`config.mk`:
```
export PLATFORM = sky130hd
export DESIGN_NAME = mod_fetch_ctrl_flat
export DESIGN_NICKNAME = d
export VERILOG_FILES = /design/src/rtl/fetch_pkg.sv /design/src/rtl/mod_fetch_ctrl_if.sv /design/src/rtl/mod_fetch_ctrl.sv /design/src/flat_wrapper.sv
export SDC_FILE = /design/constraint.sdc
export NUM_CORES = 1
export LEC_CHECK = 0
export BUFFER_PORTS_ARGS = -buffer_cell sky130_fd_sc_hd__buf_2
export CAP_MARGIN = 20
export CORE_MARGIN = 2
export CORE_UTILIZATION = 45
export DETAILED_ROUTE_END_ITERATION = 8
export GPL_TIMING_DRIVEN = 0
export PLACE_DENSITY = 0.79
export SLEW_MARGIN = 20
export SYNTH_ARGS = -nofsm -noshare
export SYNTH_HDL_FRONTEND = slang
export SYNTH_SLANG_ARGS = --single-unit
```
`constraint.sdc`:
```
create_clock -name clk -period 2.1 [get_ports clk]
set_clock_uncertainty 0.1 [all_clocks]
set_input_delay 0.315 -clock clk [delete_from_list [all_inputs] [get_ports clk]]
set_output_delay 0.315 -clock clk [all_outputs]
set_load 0.01 [all_outputs]
```
`src/rtl/fetch_pkg.sv`:
```
// Shared fetch-stage definitions: sequencer state encodings and the default
// address/instruction widths and reset PC used by mod_fetch_ctrl.
package fetch_pkg;

  localparam int          FETCH_ADDR_W   = 32;
  localparam int          FETCH_INSTR_W  = 32;
  localparam logic [31:0] FETCH_RESET_PC = 32'h0000_0000;

  typedef enum logic [1:0] {
    S_IDLE = 2'd0,
    S_REQ  = 2'd1,
    S_HOLD = 2'd2
  } fetch_state_e;

endpackage

```
`src/rtl/mod_fetch_ctrl_if.sv`:
```
// Instruction-memory port of the fetch stage: request/address out, ack/data back.
interface mod_fetch_ctrl_if #(
  parameter int ADDR_W  = 32,
  parameter int INSTR_W = 32
);

  // imem_req is held high with a fixed imem_addr until the cycle imem_ack is
  // seen; that cycle completes the access and imem_rdata is valid only then.
  logic               imem_req;
  logic [ADDR_W-1:0]  imem_addr;
  logic               imem_ack;
  logic [INSTR_W-1:0] imem_rdata;

  modport master (
    output imem_req,
    output imem_addr,
    input  imem_ack,
    input  imem_rdata
  );

  modport slave (
    input  imem_req,
    input  imem_addr,
    output imem_ack,
    output imem_rdata
  );

endinterface

```
`src/rtl/mod_fetch_ctrl.sv`:
```
// Fetch-stage sequencer: owns the PC, drives the PC mux select, runs the imem
// req/ack handshake and presents instructions to decode under stall.
module mod_fetch_ctrl
  import fetch_pkg::*;
#(
  parameter int                ADDR_W   = FETCH_ADDR_W,
  parameter int                INSTR_W  = FETCH_INSTR_W,
  parameter logic [ADDR_W-1:0] RESET_PC = ADDR_W'(FETCH_RESET_PC)
) (
  input  logic               clk,
  input  logic               rst_n,
  input  logic               branch_taken,
  input  logic [ADDR_W-1:0]  branch_target,
  input  logic               stall,
  input  logic [ADDR_W-1:0]  next_address,
  output logic               pc_sel,
  output logic [ADDR_W-1:0]  pc_plus_4,
  output logic [ADDR_W-1:0]  branch_address,
  mod_fetch_ctrl_if.master   imem,
  output logic               if_valid,
  output logic [INSTR_W-1:0] instr,
  output logic [ADDR_W-1:0]  if_pc,
  output fetch_state_e       dbg_state
);

  // Decode consumes instr on a cycle where if_valid && !stall.

  fetch_state_e       state, state_n;
  logic [ADDR_W-1:0]  pc, pc_n;
  logic               redir_pend, redir_pend_n;
  logic [ADDR_W-1:0]  redir_addr, redir_addr_n;
  logic [INSTR_W-1:0] instr_q, instr_n;
  logic [ADDR_W-1:0]  if_pc_q, if_pc_n;
  logic [ADDR_W-1:0]  target_aligned;
  logic               redirect_now;
  logic               req;

  assign target_aligned = branch_target & ~ADDR_W'(3);
  assign redirect_now   = redir_pend | branch_taken;
  assign pc_plus_4      = pc + ADDR_W'(4);

  // Forced to zero during reset so the mux sees a quiet input.
  assign branch_address = !rst_n     ? '0 :
                          redir_pend ? redir_addr : target_aligned;

  assign imem.imem_req  = req;
  assign imem.imem_addr = pc;
  assign dbg_state      = state;

  always_ff @(posedge clk or negedge rst_n) begin
    if (!rst_n) begin
      state      <= S_IDLE;
      pc         <= RESET_PC;
      redir_pend <= 1'b0;
      redir_addr <= '0;
      instr_q    <= '0;
      if_pc_q    <= '0;
    end else begin
      state      <= state_n;
      pc         <= pc_n;
      redir_pend <= redir_pend_n;
      redir_addr <= redir_addr_n;
      instr_q    <= instr_n;
      if_pc_q    <= if_pc_n;
    end
  end

  always_comb begin
    state_n      = state;
    pc_n         = pc;
    redir_pend_n = redir_pend;
    redir_addr_n = redir_addr;
    instr_n      = instr_q;
    if_pc_n      = if_pc_q;
    req          = 1'b0;
    pc_sel       = 1'b0;
    if_valid     = 1'b0;
    instr        = instr_q;
    if_pc        = if_pc_q;

    case (state)
      S_IDLE: begin
        state_n = S_REQ;
      end

      S_REQ: begin
        req = 1'b1;
        if (imem.imem_ack) begin
          if (redirect_now) begin
            // Returning word belongs to the squashed path; drop it.
            pc_sel       = 1'b1;
            pc_n         = next_address;
            redir_pend_n = 1'b0;
          end else begin
            if_valid = 1'b1;
            instr    = imem.imem_rdata;
            if_pc    = pc;
            instr_n  = imem.imem_rdata;
            if_pc_n  = pc;
            if (stall) begin
              state_n = S_HOLD;
            end else begin
              pc_n = next_address;
            end
          end
        end else if (branch_taken) begin
          // Address must stay stable until ack, so park the redirect.
          redir_pend_n = 1'b1;
          redir_addr_n = target_aligned;
        end
      end

      S_HOLD: begin
        if_valid = 1'b1;
        if (branch_taken) begin
          pc_sel  = 1'b1;
          pc_n    = target_aligned;
          state_n = S_REQ;
        end else if (!stall) begin
          pc_n    = pc_plus_4;
          state_n = S_REQ;
        end
      end

      default: begin
        state_n = S_IDLE;
      end
    endcase
  end

endmodule

```
`src/flat_wrapper.sv`:
```
// flat-port wrapper written by rule: the top's interface ports become plain ports
module mod_fetch_ctrl_flat import fetch_pkg::*;
#(
  parameter int                ADDR_W   = FETCH_ADDR_W,
  parameter int                INSTR_W  = FETCH_INSTR_W,
  parameter logic [ADDR_W-1:0] RESET_PC = ADDR_W'(FETCH_RESET_PC)
)
  (clk, rst_n, branch_taken, branch_target, stall, next_address, pc_sel, pc_plus_4, branch_address, if_valid, instr, if_pc, dbg_state, imem_imem_req, imem_imem_addr, imem_imem_ack, imem_imem_rdata);
  mod_fetch_ctrl_if #(.ADDR_W(ADDR_W), .INSTR_W(INSTR_W)) imem_i ();
  input  logic clk;
  input  logic rst_n;
  input  logic branch_taken;
  input  logic [ADDR_W-1:0] branch_target;
  input  logic stall;
  input  logic [ADDR_W-1:0] next_address;
  output logic pc_sel;
  output logic [ADDR_W-1:0] pc_plus_4;
  output logic [ADDR_W-1:0] branch_address;
  output logic if_valid;
  output logic [INSTR_W-1:0] instr;
  output logic [ADDR_W-1:0] if_pc;
  output fetch_state_e dbg_state;
  output wire logic [$bits(imem_i.imem_req)-1:0] imem_imem_req;
  output wire logic [$bits(imem_i.imem_addr)-1:0] imem_imem_addr;
  input wire logic [$bits(imem_i.imem_ack)-1:0] imem_imem_ack;
  input wire logic [$bits(imem_i.imem_rdata)-1:0] imem_imem_rdata;
  assign imem_imem_req = imem_i.imem_req;
  assign imem_imem_addr = imem_i.imem_addr;
  assign imem_i.imem_ack = imem_imem_ack;
  assign imem_i.imem_rdata = imem_imem_rdata;
  mod_fetch_ctrl #(.ADDR_W(ADDR_W), .INSTR_W(INSTR_W), .RESET_PC(RESET_PC)) u_core (.clk(clk), .rst_n(rst_n), .branch_taken(branch_taken), .branch_target(branch_target), .stall(stall), .next_address(next_address), .pc_sel(pc_sel), .pc_plus_4(pc_plus_4), .branch_address(branch_address), .imem(imem_i), .if_valid(if_valid), .instr(instr), .if_pc(if_pc), .dbg_state(dbg_state));
endmodule
```
Word-level counts from Yosys, hierarchy flattened
Index checks and enable logic that the tools add are counted.
{ "word_totals": {"in_bits": 101, "regBits": 129} }
{ "op_classes": {"n_eq_ne": 8, "n_mux": 31, "bitwise_logic": 2, "add_sub_neg": 1, "n_reduce_logical": 7} }
{ "op_table": {"columns": ["cell", "n"], "rows": [
  ["32-bit 2-to-1 mux", 13],
  ["32-bit case mux with 2 select lines", 1],
  ["32-bit by 3-bit adder with 32-bit output (second input constant)", 1],
  ["2-bit 2-to-1 mux", 5],
  ["1-bit 2-to-1 mux", 9],
  ["4-bit AND reduction", 2],
  ["2-bit inequality test (second input constant)", 3],
  ["2-bit case mux with 3 select lines", 1],
  ["3-bit AND reduction", 2],
  ["1-bit case mux with 2 select lines", 2],
  ["2-bit nonzero test", 2],
  ["3-bit by 2-bit inequality test with 1-bit output (second input constant)", 1],
  ["3-bit inequality test (second input constant)", 1],
  ["2-bit by 1-bit == test with 1-bit output (second input constant)", 1],
  ["2-bit == test (second input constant)", 1],
  ["2-bit zero test", 1],
  ["2-bit by 1-bit inequality test with 1-bit output (second input constant)", 1],
  ["1-bit inverter", 1],
  ["1-bit OR", 1]
]} }

Logic depth before layout (Yosys ltp)
Gate-level depths: netlist of the first run.
{ "depth": {"word_depth": 4, "mapped_depth": 9, "mapped_depth_nobuf": 7} }

Worst setup path after synthesis of the first run
OpenSTA, ideal clock, no wires.
{ "synth_path": {"path_kind": "reg-to-output", "startpoint": "register u_core.state[1], in the netlist u_core.dbg_state[1]", "endpoint": "output if_pc[0]", "required_ns": 1.685, "arrival_time_ns": 1.895, "path_buffers": 2, "slack_ns": -0.210, "stages_incl_launch_ff": 8, "path_cell_list": "dfrtp_1 inv_1 ha_1 nand2_1 nor3_1 buf_2 buf_2 mux2_2"} }
{ "synth_between": {"elab_chain_cells": 2} }
{ "synth_rtl": {"columns": ["element", "line", "rtl"], "rows": [
  ["start: declaration", "mod_fetch_ctrl.sv:28", "fetch_state_e state, state_n;"],
  ["start signal: assignment", "mod_fetch_ctrl.sv:59", "state <= state_n;"],
  ["2-bit by 1-bit == test with 1-bit output", "mod_fetch_ctrl.sv:81", "case (state)"],
  ["32-bit 2-to-1 mux", null, null],
  ["end: declaration", "flat_wrapper.sv:21", "output logic [ADDR_W-1:0] if_pc;"]
]} }
Every way passes these cells.

Worst setup path in the final report of the first run
{ "layout_path": {"startpoint": "register u_core.state[1], in the netlist u_core.dbg_state[1]", "endpoint": "output if_pc[16]"} }
Same word-level chain as after synthesis.

==> results.env, run 1 <==
CRITPATHMAXFANOUT=5
DRV_SLEW=0
SYNTH_WARNINGS=0
MAXSLEWHEADROOM_PCT=56.64
SYNTH_TOP_CELL_AREA_SHARE_PCT=46.10
SETUP_SLACK_NS=-0.5799
CRITPATHARRIVALTIME_NS=2.26
POWER_DENSITY_OVER_THE_CELLS_nW_PER_UM2=1576
TIMING.CRITICAL_PATH.TO_TYPE='output pin'
PORTBUFFERS=260
GR-TOTAL-OVERFLOW=0
IR_DROP_uV=1145
GRT_PASS1_VIAS=7032
DIE_AREA_UM2=16580
WIRE_LENGTH_OF_THE_FIRST_GLOBAL_ROUTING_PASS_UM=39160
POSTPLACECELLAREA_UM2=8628
SYNTH_FLOP_CELL='sky130_fd_sc_hd__dfrtp_1'
YS_FF_LATCH=129
MAPPEDNETLISTAREA_UM2=7003
DESIGN_AREA_UM2=11840
FIRST_PASS_ITERS=6
SYNTH_SEQ_AREA_SHARE_PCT=46.10
POSTSYNTH.ASYNCRESETSHARE_PCT=100.0
YOSYSTOPAREACELL='sky130_fd_sc_hd__dfrtp_1'
TIGHTEST_SLEW_NS=0.6503
GLOBALPLACE.CONGESTION=0.9375
FILLER_CELL_COUNT=871
MIN_PATH_TYPE='primary input to flip-flop'
NUM_IO_PINS=266
GRT_START_MAX_NET_PINS=48
UNREPAIRED_SETUP_ENDPOINTS_AFTER_GLOBAL_ROUTING='yes'
PLACEMENT.SETUP.WORST_SLACK_NS=-0.6065
MAX_CAP_VIOLATIONS=0
WORST-ENDPOINT-REQUIRED_NS=1.68
NETLIST-CELL-TYPE-COUNT=65
LAYOUT.CELLS.NON_FILLER=1253
ANTENNA_VIOLATIONS_BEFORE_REPAIR=4
FLOORPLAN.ROWS=45
SYNTHTOPCELLSBYAREA='sky130_fd_sc_hd__dfrtp_1, sky130_fd_sc_hd__mux2_2, sky130_fd_sc_hd__mux2i_1'
DESIGN.CORE.AREA_UM2=15200
DIE_W_UM=128.8
POWER_LEAKAGE_nW=5.571
CLOCK_TREE.ROOT_CELL='sky130_fd_sc_hd__clkbuf_16'
RUN_STATUS='complete, but fails checks'
AREA_GROWTH_SYN_TO_LAYOUT_PCT=69.02
INITIALDRTVIOLATIONCOUNT=848
FIN_NETS=1155
GLOBAL_ROUTE.USAGE.TOTAL_PCT=31.59
CHIPHEIGHT_UM=128.8
TOTAL_POWER_W=0.01865
HOLD_VIOL=0
CLK_PATH_BUF_DEPTH=2
CORE_OCCUPANCY_IN_THE_FINISHED_LAYOUT_PCT=77.86
MIN_PERIOD_OVER_PERIOD_PCT=127.6
REGTOREGSTARTPOINT='u_core.imem.imem_addr[2]'
CTS_SINKS=129
VIASPERCELL=6.022
WL_UM=30980
POST_DRT_WL_PER_CELL_UM=24.73
POST_ROUTE_CELLS_DRIVE_ABOVE_1_SHARE_PCT=60.21
SYN_AVG_CELL_AREA_UM2=10.63
PLACED_CELLS=1109
NUMBER_OF_H_TREE_LEVELS=4
EFFECTIVE_UTILIZATION_AT_FLOORPLAN_PCT=46.07
WORST_SETUP_PATH_START_KIND='flip-flop'
CLK-INSERTION-DELAY-LATE_NS=0.43
HPWL_UM=17630
FINAL_PERIOD_MINUS_WORST_SETUP_SLACK_NS=2.680
HP-START='imem_imem_rdata[2]'
FINAL-SETUP-VIOL-COUNT=105
PATH_CLASS='flip-flop to output pin'
POST_DETAILED_ROUTE_DRC_MARKER_COUNT=0
FMAX_GHz=0.3731
DETAIL-ROUTE-ANTENNA-NETS=0
SYNTHCELLS=659
FAILED_CHECKS='setup timing'
CTS_TREE='done'
SYNTH-EDFF-COUNT=0
CLKTRANSATPATHREGS_NS=0.07
NUMCTSBUFFERS=17
ROUTED-VIA-COUNT=7546
CRIT_PATH_START='u_core.dbg_state[1]'
==> path summary, 6_finish.rpt <==
kind / endpoint / slack (ns) / cells after the start
max: if_pc[16] / -0.58 / 10
min reg2reg: u_core.redir_addr[29] / 0.39 / 2
max reg2reg: u_core.imem.imem_addr[31] / -0.31 / 13
min: u_core.instr_q[2] / 0.04 / 2
max in group asynchronous: u_core.if_pc_q[16] / 0.91 / 3
min in group asynchronous: u_core.if_pc_q[21] / 0.43 / 4
==> metrics by stage <==
step	hold WS, ns	TNS, ns
after floorplan	-0.08059	-0.02210
after global placement	0.3610	-242.32
after detailed placement	0.1132	-37.64
after CTS	0.01812	-43.03
after global routing	0.03489	-48.77
final	0.03712	-43.30
==> final cells by class <==
cell class | instances | area [um2] | area share (%)
buffer | 52 | 524.3 | 4.429
antenna | 2 | 5.005 | 0.04228
clock inverter | 15 | 112.6 | 0.9514
clock buffer | 17 | 425.4 | 3.594
sequential | 129 | 3248 | 27.44
inverter | 20 | 77.57 | 0.6554
timing repair buffer | 374 | 2955 | 24.97
tap | 188 | 235.2 | 1.987
multi-input combinational | 456 | 4253 | 35.93
==> registers in the layout, indices dropped and copies added (netlist names) <==
register and count:
u_core.dbg_state 2, u_core.if_pc_q 32, u_core.redir_pend 1, u_core.redir_addr 30, u_core.imem.imem_addr 32, u_core.instr_q 32
==> worst max-delay path, cell delays in order, from the launching register on <==
cell and delay [ns]:
sky130_fd_sc_hd__dfrtp_1 0.41, sky130_fd_sc_hd__inv_2 0.09, sky130_fd_sc_hd__ha_4 0.15, sky130_fd_sc_hd__nand2_4 0.05, sky130_fd_sc_hd__nor3_4 0.14, sky130_fd_sc_hd__buf_12 0.15, sky130_fd_sc_hd__buf_12 0.15, sky130_fd_sc_hd__buf_12 0.12
sky130_fd_sc_hd__buf_16 0.12, sky130_fd_sc_hd__mux2_4 0.32, sky130_fd_sc_hd__buf_6 0.13
==> routing by layer <==
layer,vias to the layer above,track usage (%),routed length (um)
met2,629,51.98,14580
met3,197,9.231,3359
met4,2,18.35,2343
li1,3133,-,-
met1,3585,36.90,10700
met5,-,0,7
==> synth_stat cells (4+ instances only) <==
master / number
sky130_fd_sc_hd__xnor2_1: 16
sky130_fd_sc_hd__nor2b_1: 37
sky130_fd_sc_hd__clkbuf_1: 24
sky130_fd_sc_hd__ha_1: 4
sky130_fd_sc_hd__o22a_1: 8
sky130_fd_sc_hd__a21oi_1: 20
sky130_fd_sc_hd__nand2_1: 31
sky130_fd_sc_hd__nand3_1: 18
sky130_fd_sc_hd__nor2_1: 35
sky130_fd_sc_hd__and3_1: 7
sky130_fd_sc_hd__nand4_1: 6
sky130_fd_sc_hd__a31oi_1: 21
sky130_fd_sc_hd__buf_4: 11
sky130_fd_sc_hd__o21a_1: 5
sky130_fd_sc_hd__nand2b_1: 4
sky130_fd_sc_hd__inv_1: 20
sky130_fd_sc_hd__xor2_1: 12
sky130_fd_sc_hd__o21ai_0: 39
sky130_fd_sc_hd__nor3_1: 7
sky130_fd_sc_hd__dfrtp_1: 129
sky130_fd_sc_hd__mux2_2: 85
sky130_fd_sc_hd__nand3b_1: 8
sky130_fd_sc_hd__mux2i_1: 35
sky130_fd_sc_hd__a2bb2oi_1: 4
sky130_fd_sc_hd__buf_1: 4
sky130_fd_sc_hd__buf_2: 13
==> layout by cell type (no fill, tap or decap), drive strengths merged, types with 10 or more instances in the layout <==
cell type	count
a21oi	20
xnor2	16
nor2	35
inv	23
and3	10
a31oi	21
dfrtp	129
buf	400
xor2	12
mux2	85
nor2b	37
o21ai	41
nand3	19
mux2i	35
nand2	31
clkbuf	40
==> cell families after synthesis <==
| kind of cell | share of synthesized area [%] |
|---|---|
| XOR/XNOR | 3.502 |
| other | 0.05355 |
| multiplexers | 18.67 |
| AO/OA/AOI/OAI | 11.67 |
| AND/OR/NAND/NOR | 14.19 |
| flip-flops | 46.10 |
| adder cells (fa/ha/maj) | 0.7147 |
| buffers and inverters | 5.110 |
==> repair_timing <==
| item | CTS | global route |
|---|---|---|
| cloned | 3 | 5 |
| endpoints found under the hold margin | 36 | 93 |
| pin swaps | 30 | 37 |
| setup buffers | 64 | 41 |
| setup endpoints to repair | 214 | 139 |
| gates resized for setup | 211 | 184 |
| hold buffers | 5 | 1 |
==> power by group <==
| group | switching (W) | total, W | internal [W] |
|---|---|---|---|
| clock | 0.00127 | 0.00278 | 0.00152 |
| combinational | 0.00535 | 0.0112 | 0.00583 |
| sequential | 0.000931 | 0.00470 | 0.00377 |
No activity file was read; power rests on OpenSTA's default activity.
==> run 2: changes to the inputs <==
- ABC_AREA: default -> 1
- CORE_UTILIZATION: 45 -> 53
- PLACE_DENSITY: 0.79 -> 0.88
- clock period: 2.1 -> 3.3 ns (I/O delays scaled with it)
==> run 2 against run 1 <==
The run now ends clean. Non-clock buffer count fell by 121. Flip-flop and latch count stayed put. Total power fell by 51%. Sequential share of layout area increased by 9.2 points. Cell area fell by 25%. Hold slack improved by 0.16 ns. Wire length down 31%. Final cell count decreased by 0.40%. Worst setup slack improved by 0.76 ns. Via count fell by 12%. Global-route usage is 1.6 points higher. Critical path type unchanged. Highest routed layer is now met4.
==> results.env, run 2 <==
CRITICAL_PATH.REG2REG.ENDPOINT='u_core.if_pc_q[27]'
GLOBAL_ROUTE.USAGE.TOTAL_PCT=33.18
GLOBALPLACE.CONGESTION=0.9539
REGTOREGSTARTPOINT='u_core.dbg_state[1]'
POST_ROUTE_CELLS_DRIVE_ABOVE_1_SHARE_PCT=36.20
DIE_AREA_UM2=13480
PATH_CLASS='flip-flop to output pin'
POWER_LEAKAGE_nW=4.572
FF2FF_SETUP_SLACK_NS=1.18
WORSTHOLDENDPOINT='u_core.redir_addr[21]'
GRT_PASS1_VIAS=6650
EFFECTIVE_UTILIZATION_AT_FLOORPLAN_PCT=54.75
NUM_ANTENNA_CELLS=0
MAXSLEWHEADROOM_PCT=62.88
FIRST_PASS_ITERS=5
POWER.SHARE.SWITCHING_PCT=42.93
TIMING.CRITICAL_PATH.BUF_INV=4
SYNTH-EDFF-COUNT=0
POWER_DENSITY_OVER_THE_CELLS_nW_PER_UM2=1026
FINAL_COMMON_CELL='sky130_fd_sc_hd__buf_2'
FINALSETUPTNS_NS=0
SYNTH_FLOP_CELL='sky130_fd_sc_hd__dfrtp_1'
WIRE_LENGTH_OF_THE_FIRST_GLOBAL_ROUTING_PASS_UM=33840
MAX_CAP_VIOLATIONS=0
TIGHTEST_SLEW_NS=0.5568
FLOORPLAN.ROWS=40
SYNTH_TOP_CELL_AREA_SHARE_PCT=48.48
POWER_FRAC_CLOCK_PCT=20.9
HP-START='branch_target[21]'
FINAL.HOLD.WORST_SLACK_NS=0.2019
FINAL_PERIOD_MINUS_WORST_SETUP_SLACK_NS=3.125
WL_UM=21390
TIMING.CRITICAL_PATH.TO_TYPE='output pin'
CHIPHEIGHT_UM=116.1
POST_DRT_WL_PER_CELL_UM=17.14
WORSTHOLDPATHCELLS=3
CLK-INSERTION-DELAY-LATE_NS=0.43
WORST_SETUP_PATH_START_KIND='flip-flop'
FINAL-SETUP-VIOL-COUNT=0
MIN_PERIOD_OVER_PERIOD_PCT=94.69
INITIALDRTVIOLATIONCOUNT=414
HPWL_UM=16520
WORST_PATH_MAX_DELAY_CELL='sky130_fd_sc_hd__dfrtp_1'
SYN_AVG_CELL_AREA_UM2=8.483
YOSYS.CELL_COUNT.TOP_TYPE='sky130_fd_sc_hd__nand2_1'
ROUTED-VIA-COUNT=6668
CRIT_CHAIN='inv_1, ha_1, nand3_1, buf_2, clkbuf_1, o21ai_0, buf_2'
INTERNAL-POWER_W=0.005164
CTS_TREE='done'
FMAX_GHz=0.3200
SYNTH-SIMPLE-AREA-SHARE_PCT=19.07
CTS_SINKS=129
CRIT_PATH_FREQUENT_CELL='sky130_fd_sc_hd__buf_2'
DETAIL-ROUTE-ANTENNA-NETS=0
RUN_STATUS='completed'
PORTBUFFERS=261
SYNTH_MUX_AREA_SHARE_PCT=7.272
SYNTH_COMPOUND_GATE_AREA_SHARE_PCT=14.96
POST_DETAILED_ROUTE_DRC_MARKER_COUNT=0
YS_FF_LATCH=129
CLK_PATH_BUF_DEPTH=2
HOLD_VIOL=0
WORST-ENDPOINT-REQUIRED_NS=2.70
NUMCTSBUFFERS=17
DESIGN_AREA_UM2=8821
IR_DROP_uV=489.7
CPLARGESTDELAYFAMILY='buffers and inverters'
MIN_PATH_TYPE='primary input to flip-flop'
CRITICAL-PATH-MAX-STAGE-DELAY_NS=0.39
NETLIST-CELL-TYPE-COUNT=36
SYNTH.CELLS.MOST_FREQUENT='sky130_fd_sc_hd__nand2_1, sky130_fd_sc_hd__dfrtp_1, sky130_fd_sc_hd__o21ai_0'
CELL_DEPTH_OF_THE_WORST_FLOP_TO_FLOP_PATH=6
LAYOUT.CELLS.NON_FILLER=1248
GRT_START_MAX_NET_PINS=78
CLKTRANSATPATHREGS_NS=0.06
POSTPLACECELLAREA_UM2=8217
FILLER_CELL_COUNT=938
SYNTH_WARNINGS=0
POSTSYNTH.ASYNCRESETSHARE_PCT=100.0
GR-TOTAL-OVERFLOW=0
FINAL_CELL_MIX='sky130_fd_sc_hd__buf_2, sky130_fd_sc_hd__nand2_1, sky130_fd_sc_hd__dfrtp_1'
COMBPWRFRAC_PCT=47.8
DIE_W_UM=116.1
POWER.SHARE.SEQUENTIAL_PCT=31.3
YOSYSTOPAREACELL='sky130_fd_sc_hd__dfrtp_1'
DESIGN.CORE.AREA_UM2=12160
SYNTHTOPCELLSBYAREA='sky130_fd_sc_hd__dfrtp_1, sky130_fd_sc_hd__nand2_1, sky130_fd_sc_hd__mux2_2'
COMBINATIONAL_FAMILY_WITH_THE_MOST_AREA_AFTER_SYNTHESIS='simple AND/OR/NAND/NOR gates'
CRITPATHARRIVALTIME_NS=2.53
VIASPERCELL=5.343
SYNTH_SEQ_AREA_SHARE_PCT=48.48
NUMBER_OF_H_TREE_LEVELS=4
NUM_IO_PINS=266
AREA_GROWTH_SYN_TO_LAYOUT_PCT=32.47
UNREPAIRED_SETUP_ENDPOINTS_AFTER_GLOBAL_ROUTING='no'
CTS_POST_SETUP_BUFFERS_INSERTED=0
MAPPEDNETLISTAREA_UM2=6659
ADDER_CELL_FRACTION_OF_SYNTH_AREA_PCT=0.7516
ANTENNA_VIOLATIONS_BEFORE_REPAIR=0
DRV_SLEW=0
CRITPATHMAXFANOUT=10
XOR_XNOR_SHARE_OF_THE_SYNTHESIZED_AREA_PCT=1.973
CLOCK_TREE.ROOT_CELL='sky130_fd_sc_hd__clkbuf_16'
PLACED_CELLS=1216
P_SW_W=0.003884
SYNTHCELLS=785
FIN_NETS=1173
run 2: changes by cell type after synthesis, moves of 35 or more:
cell                      delta
sky130_fd_sc_hd__nand2_1   +152
sky130_fd_sc_hd__o21ai_0    +51
sky130_fd_sc_hd__inv_1      +49
sky130_fd_sc_hd__mux2_2     -42
sky130_fd_sc_hd__nor2b_1    -37
sky130_fd_sc_hd__mux2i_1    -35
run 2: worst max-delay path by stage:
stage | slack, ns | cells past startpoint | start | endpoint
after detailed placement | 0.60 | 7 | branch_taken | if_pc[27]
after global placement | -0.82 | 5 | rst_n | branch_address[19]
final | 0.18 | 7 | u_core.dbg_state[1] | if_pc[27]
after floorplan | 1.04 | 6 | u_core.dbg_state[1] | if_pc[21]
after CTS | 0.15 | 7 | u_core.dbg_state[1] | if_pc[27]
after global routing | 0.002 | 7 | u_core.dbg_state[1] | if_pc[27]
run 2: logic make-up after synthesis:
group                    Yosys count
AO/OA/AOI/OAI                    182
XOR/XNOR                          15
adder cells (fa/ha/maj)            4
buffers and inverters            116
flip-flops                       129
multiplexers                      43
other                              1
AND/OR/NAND/NOR                  295
run 2: layout make-up:
class | instances | area [um2] | area share, %
buffer | 42 | 215.2 | 2.440
clock buffer | 20 | 466.7 | 5.291
clock inverter | 11 | 127.6 | 1.447
inverter | 74 | 280.3 | 3.177
multi-input combinational | 541 | 2939 | 33.32
sequential | 129 | 3228 | 36.60
tap | 168 | 210.2 | 2.383
timing repair buffer | 263 | 1354 | 15.35
run 2: worst register-to-register path, cell delays in order, from the launching register on:
cell and delay (ns):
sky130_fd_sc_hd__dfrtp_1 0.39, sky130_fd_sc_hd__inv_1 0.11, sky130_fd_sc_hd__ha_1 0.31, sky130_fd_sc_hd__nand3_1 0.31, sky130_fd_sc_hd__buf_2 0.30, sky130_fd_sc_hd__clkbuf_1 0.21, sky130_fd_sc_hd__o21ai_0 0.28
run 2: power by group through the flow:
| stage | registers (W) | logic [W] | clock network [W] |
|---|---|---|---|
| floorplan | 0.00279 | 0.00252 | 0 |
| global placement | 0.00280 | 0.00415 | 0 |
| detailed placement | 0.00284 | 0.00427 | 0 |
| CTS | 0.00282 | 0.00431 | 0.00190 |
| global route | 0.00292 | 0.00477 | 0.00197 |
| finish | 0.00283 | 0.00432 | 0.00189 |
run 2: per-layer routing:
| layer | routed length (um) | share of wire (%) | vias to the layer above | GRT usage, % |
|---|---|---|---|---|
| met2 | 10410 | 49 | 369 | 55.24 |
| li1 | - | - | 3134 | - |
| met5 | 0 | 0 | - | 0 |
| met3 | 1947 | 9.1 | 64 | 8.563 |
| met1 | 8278 | 39 | 3101 | 41.11 |
| met4 | 759 | 3.5 | 0 | 14.68 |
run 2: per-stage QoR:
| step | power, W | util (%) | worst slack (ns) |
|---|---|---|---|
| 2_1_floorplan | 0.005312 | - | 1.039 |
| 3_3_place_gp | 0.006947 | 67.25 | -0.8247 |
| 3_5_place_dp | 0.007106 | 67.56 | 0.6007 |
| 4_1_cts | 0.009033 | 72.53 | 0.1460 |
| 5_1_grt | 0.009661 | 72.53 | 0.002072 |
| 6_report | 0.009048 | 72.53 | 0.1753 |
run 2: repair_timing:
action | CTS | global route
hold endpoints to repair | 52 | 0
resized for setup | 0 | 0
hold buffers | 1 | 0
==> run 3: changes to the inputs <==
- CORE_UTILIZATION: 53 -> 49
- MAX_ROUTING_LAYER: default -> met4
- PLACE_DENSITY: 0.88 -> 0.83
- clock period: 3.3 -> 2.9 ns (I/O delays scaled with it)
==> run 3 against run 2 <==
Sequential share of layout area shrank 0.40 points. Worst setup slack lost 0.085 ns. Global-route usage shrank 3.0 points. First-iteration DRC count grew 9.9%. Flip-flop and latch count is the same. Non-clock buffer count is the same. Clock power grew 28%. Critical path type unchanged. Largest power group unchanged. Highest routed layer unchanged.
==> results.env, run 3 (synthesized netlist as in run 2, its figures left out) <==
IR_DROP_uV=617.7
CRITPATHARRIVALTIME_NS=2.27
INITIALDRTVIOLATIONCOUNT=455
WL_UM=21340
FINAL_CELL_MIX='sky130_fd_sc_hd__buf_2, sky130_fd_sc_hd__nand2_1, sky130_fd_sc_hd__dfrtp_1'
DETAIL-ROUTE-ANTENNA-NETS=0
PORTBUFFERS=261
GLOBAL_ROUTE.USAGE.TOTAL_PCT=30.21
MAXSLEWHEADROOM_PCT=64.91
HOLD_VIOL=0
MAX_CAP_VIOLATIONS=0
POWER_LEAKAGE_nW=4.606
DESIGN.CORE.AREA_UM2=13240
NUM_ANTENNA_CELLS=0
EFFECTIVE_UTILIZATION_AT_FLOORPLAN_PCT=50.28
POST_DRT_WL_PER_CELL_UM=16.97
FINAL_PERIOD_MINUS_WORST_SETUP_SLACK_NS=2.810
NUMBER_OF_H_TREE_LEVELS=4
PLACED_CELLS=1224
WORST_SETUP_PATH_START_KIND='flip-flop'
CLK_PATH_BUF_DEPTH=2
DIE_W_UM=120.6
PATH_CLASS='flip-flop to output pin'
POST_ROUTE_CELLS_DRIVE_ABOVE_1_SHARE_PCT=36.36
POWER_DENSITY_OVER_THE_CELLS_nW_PER_UM2=1184
FF2FF_SETUP_SLACK_NS=0.84
FIRST_PASS_ITERS=5
NUM_IO_PINS=266
RUN_STATUS='completed'
GLOBALPLACE.CONGESTION=0.9453
CLK-INSERTION-DELAY-LATE_NS=0.42
DRV_SLEW=0
POST_DETAILED_ROUTE_DRC_MARKER_COUNT=0
FLOORPLAN.ROWS=42
WIRE_LENGTH_OF_THE_FIRST_GLOBAL_ROUTING_PASS_UM=32600
CLOCK_TREE.ROOT_CELL='sky130_fd_sc_hd__clkbuf_16'
FIN_NETS=1173
CLKTRANSATPATHREGS_NS=0.06
NUMCTSBUFFERS=17
CTS_SINKS=129
CHIPHEIGHT_UM=120.6
WORST-ENDPOINT-REQUIRED_NS=2.37
MIN_PATH_TYPE='primary input to flip-flop'
FINAL-SETUP-VIOL-COUNT=0
CTS_TREE='done'
FINAL_COMMON_CELL='sky130_fd_sc_hd__buf_2'
DIE_AREA_UM2=14540
HPWL_UM=16210
FMAX_GHz=0.3559
ROUTED-VIA-COUNT=6584
CRITPATHMAXFANOUT=10
UNREPAIRED_SETUP_ENDPOINTS_AFTER_GLOBAL_ROUTING='yes'
GRT_START_MAX_NET_PINS=79
GR-TOTAL-OVERFLOW=0
LAYOUT.CELLS.NON_FILLER=1257
FINAL.HOLD.WORST_SLACK_NS=0.1443
TIMING.CRITICAL_PATH.TO_TYPE='output pin'
MIN_PERIOD_OVER_PERIOD_PCT=96.88
VIASPERCELL=5.238
TIGHTEST_SLEW_NS=0.5264
GRT_PASS1_VIAS=6218
ANTENNA_VIOLATIONS_BEFORE_REPAIR=0
AREA_GROWTH_SYN_TO_LAYOUT_PCT=33.93
==> run 3: changes by cell type in the layout (fill, tap and decap cells not counted), sizes merged <==
cell / delta
clkinvlp: -1
bufinv: +4
clkbuf: -1
inv: -3
clkinv: +2
==> run 3: final timing paths <==
path | from | end | cells after the start
worst max register to register | u_core.dbg_state[0] | u_core.imem.imem_addr[31] | 8
worst max-delay path | u_core.dbg_state[1] | if_pc[29] | 7
min in group asynchronous | rst_n | u_core.dbg_state[1] | 2
max in group asynchronous | rst_n | u_core.if_pc_q[23] | 3
worst min register to register | u_core.if_pc_q[18] | u_core.if_pc_q[18] | 1
worst min-delay path | branch_target[26] | u_core.redir_addr[26] | 3
==> run 3: layout make-up <==
class                           instances  area [um2]
Buffer                                 42       216.5
Clock buffer                           19       432.9
Clock inverter                         13       235.2
Fill cell                            1164        4324
Inverter                               74       280.3
Multi-Input combinational cell        541        2947
Sequential cell                       129        3228
Tap cell                              176       220.2
Timing Repair Buffer                  263        1359
==> run 3: repair_timing <==
action                                  CTS  global route
gates resized for setup                   3            11
hold buffers                              1             0
endpoints found under the hold margin    51             0
setup buffers                             0             0
endpoints found under the setup margin   17            21
pin swaps                                 0             0
==> run 3: report_power, final <==
| group | total [W] | internal [W] | switching [W] |
|---|---|---|---|
| combinational | 0.00493 | 0.00188 | 0.00305 |
| sequential | 0.00321 | 0.00267 | 0.000539 |
| clock | 0.00242 | 0.00161 | 0.000806 |
==> run 3: metal layers <==
metal  GRT usage, %  vias up  wire length, um
met2          48.20      296            10330
li1               -     3146                -
met1          38.09     3096             8942
met4          11.85        0              552
met3          6.132       46             1510
met5              -        -                0
==> run 3: worst max-delay path: stages (launching register included) <==
cell and delay (ns):
sky130_fd_sc_hd__dfrtp_1 0.40, sky130_fd_sc_hd__inv_1 0.10, sky130_fd_sc_hd__ha_2 0.27, sky130_fd_sc_hd__nand3_2 0.18
sky130_fd_sc_hd__buf_2 0.25, sky130_fd_sc_hd__clkbuf_2 0.20, sky130_fd_sc_hd__o21ai_0 0.26, sky130_fd_sc_hd__buf_2 0.18
==> run 3: metrics by stage <==
step | power (W) | utilization [%] | setup slack, ns | area [um2] | TNS (ns)
after floorplan | 0.006045 | - | 0.6987 | 6663 | 0
after global placement | 0.007924 | 61.84 | -1.157 | 8189 | -91.50
after detailed placement | 0.008071 | 62.12 | 0.3006 | 8227 | 0
after CTS | 0.01055 | 67.30 | 0.02566 | 8912 | 0
after global routing | 0.01123 | 67.35 | -0.02426 | 8919 | -0.1043
final | 0.01056 | 67.35 | 0.09044 | 8919 | 0
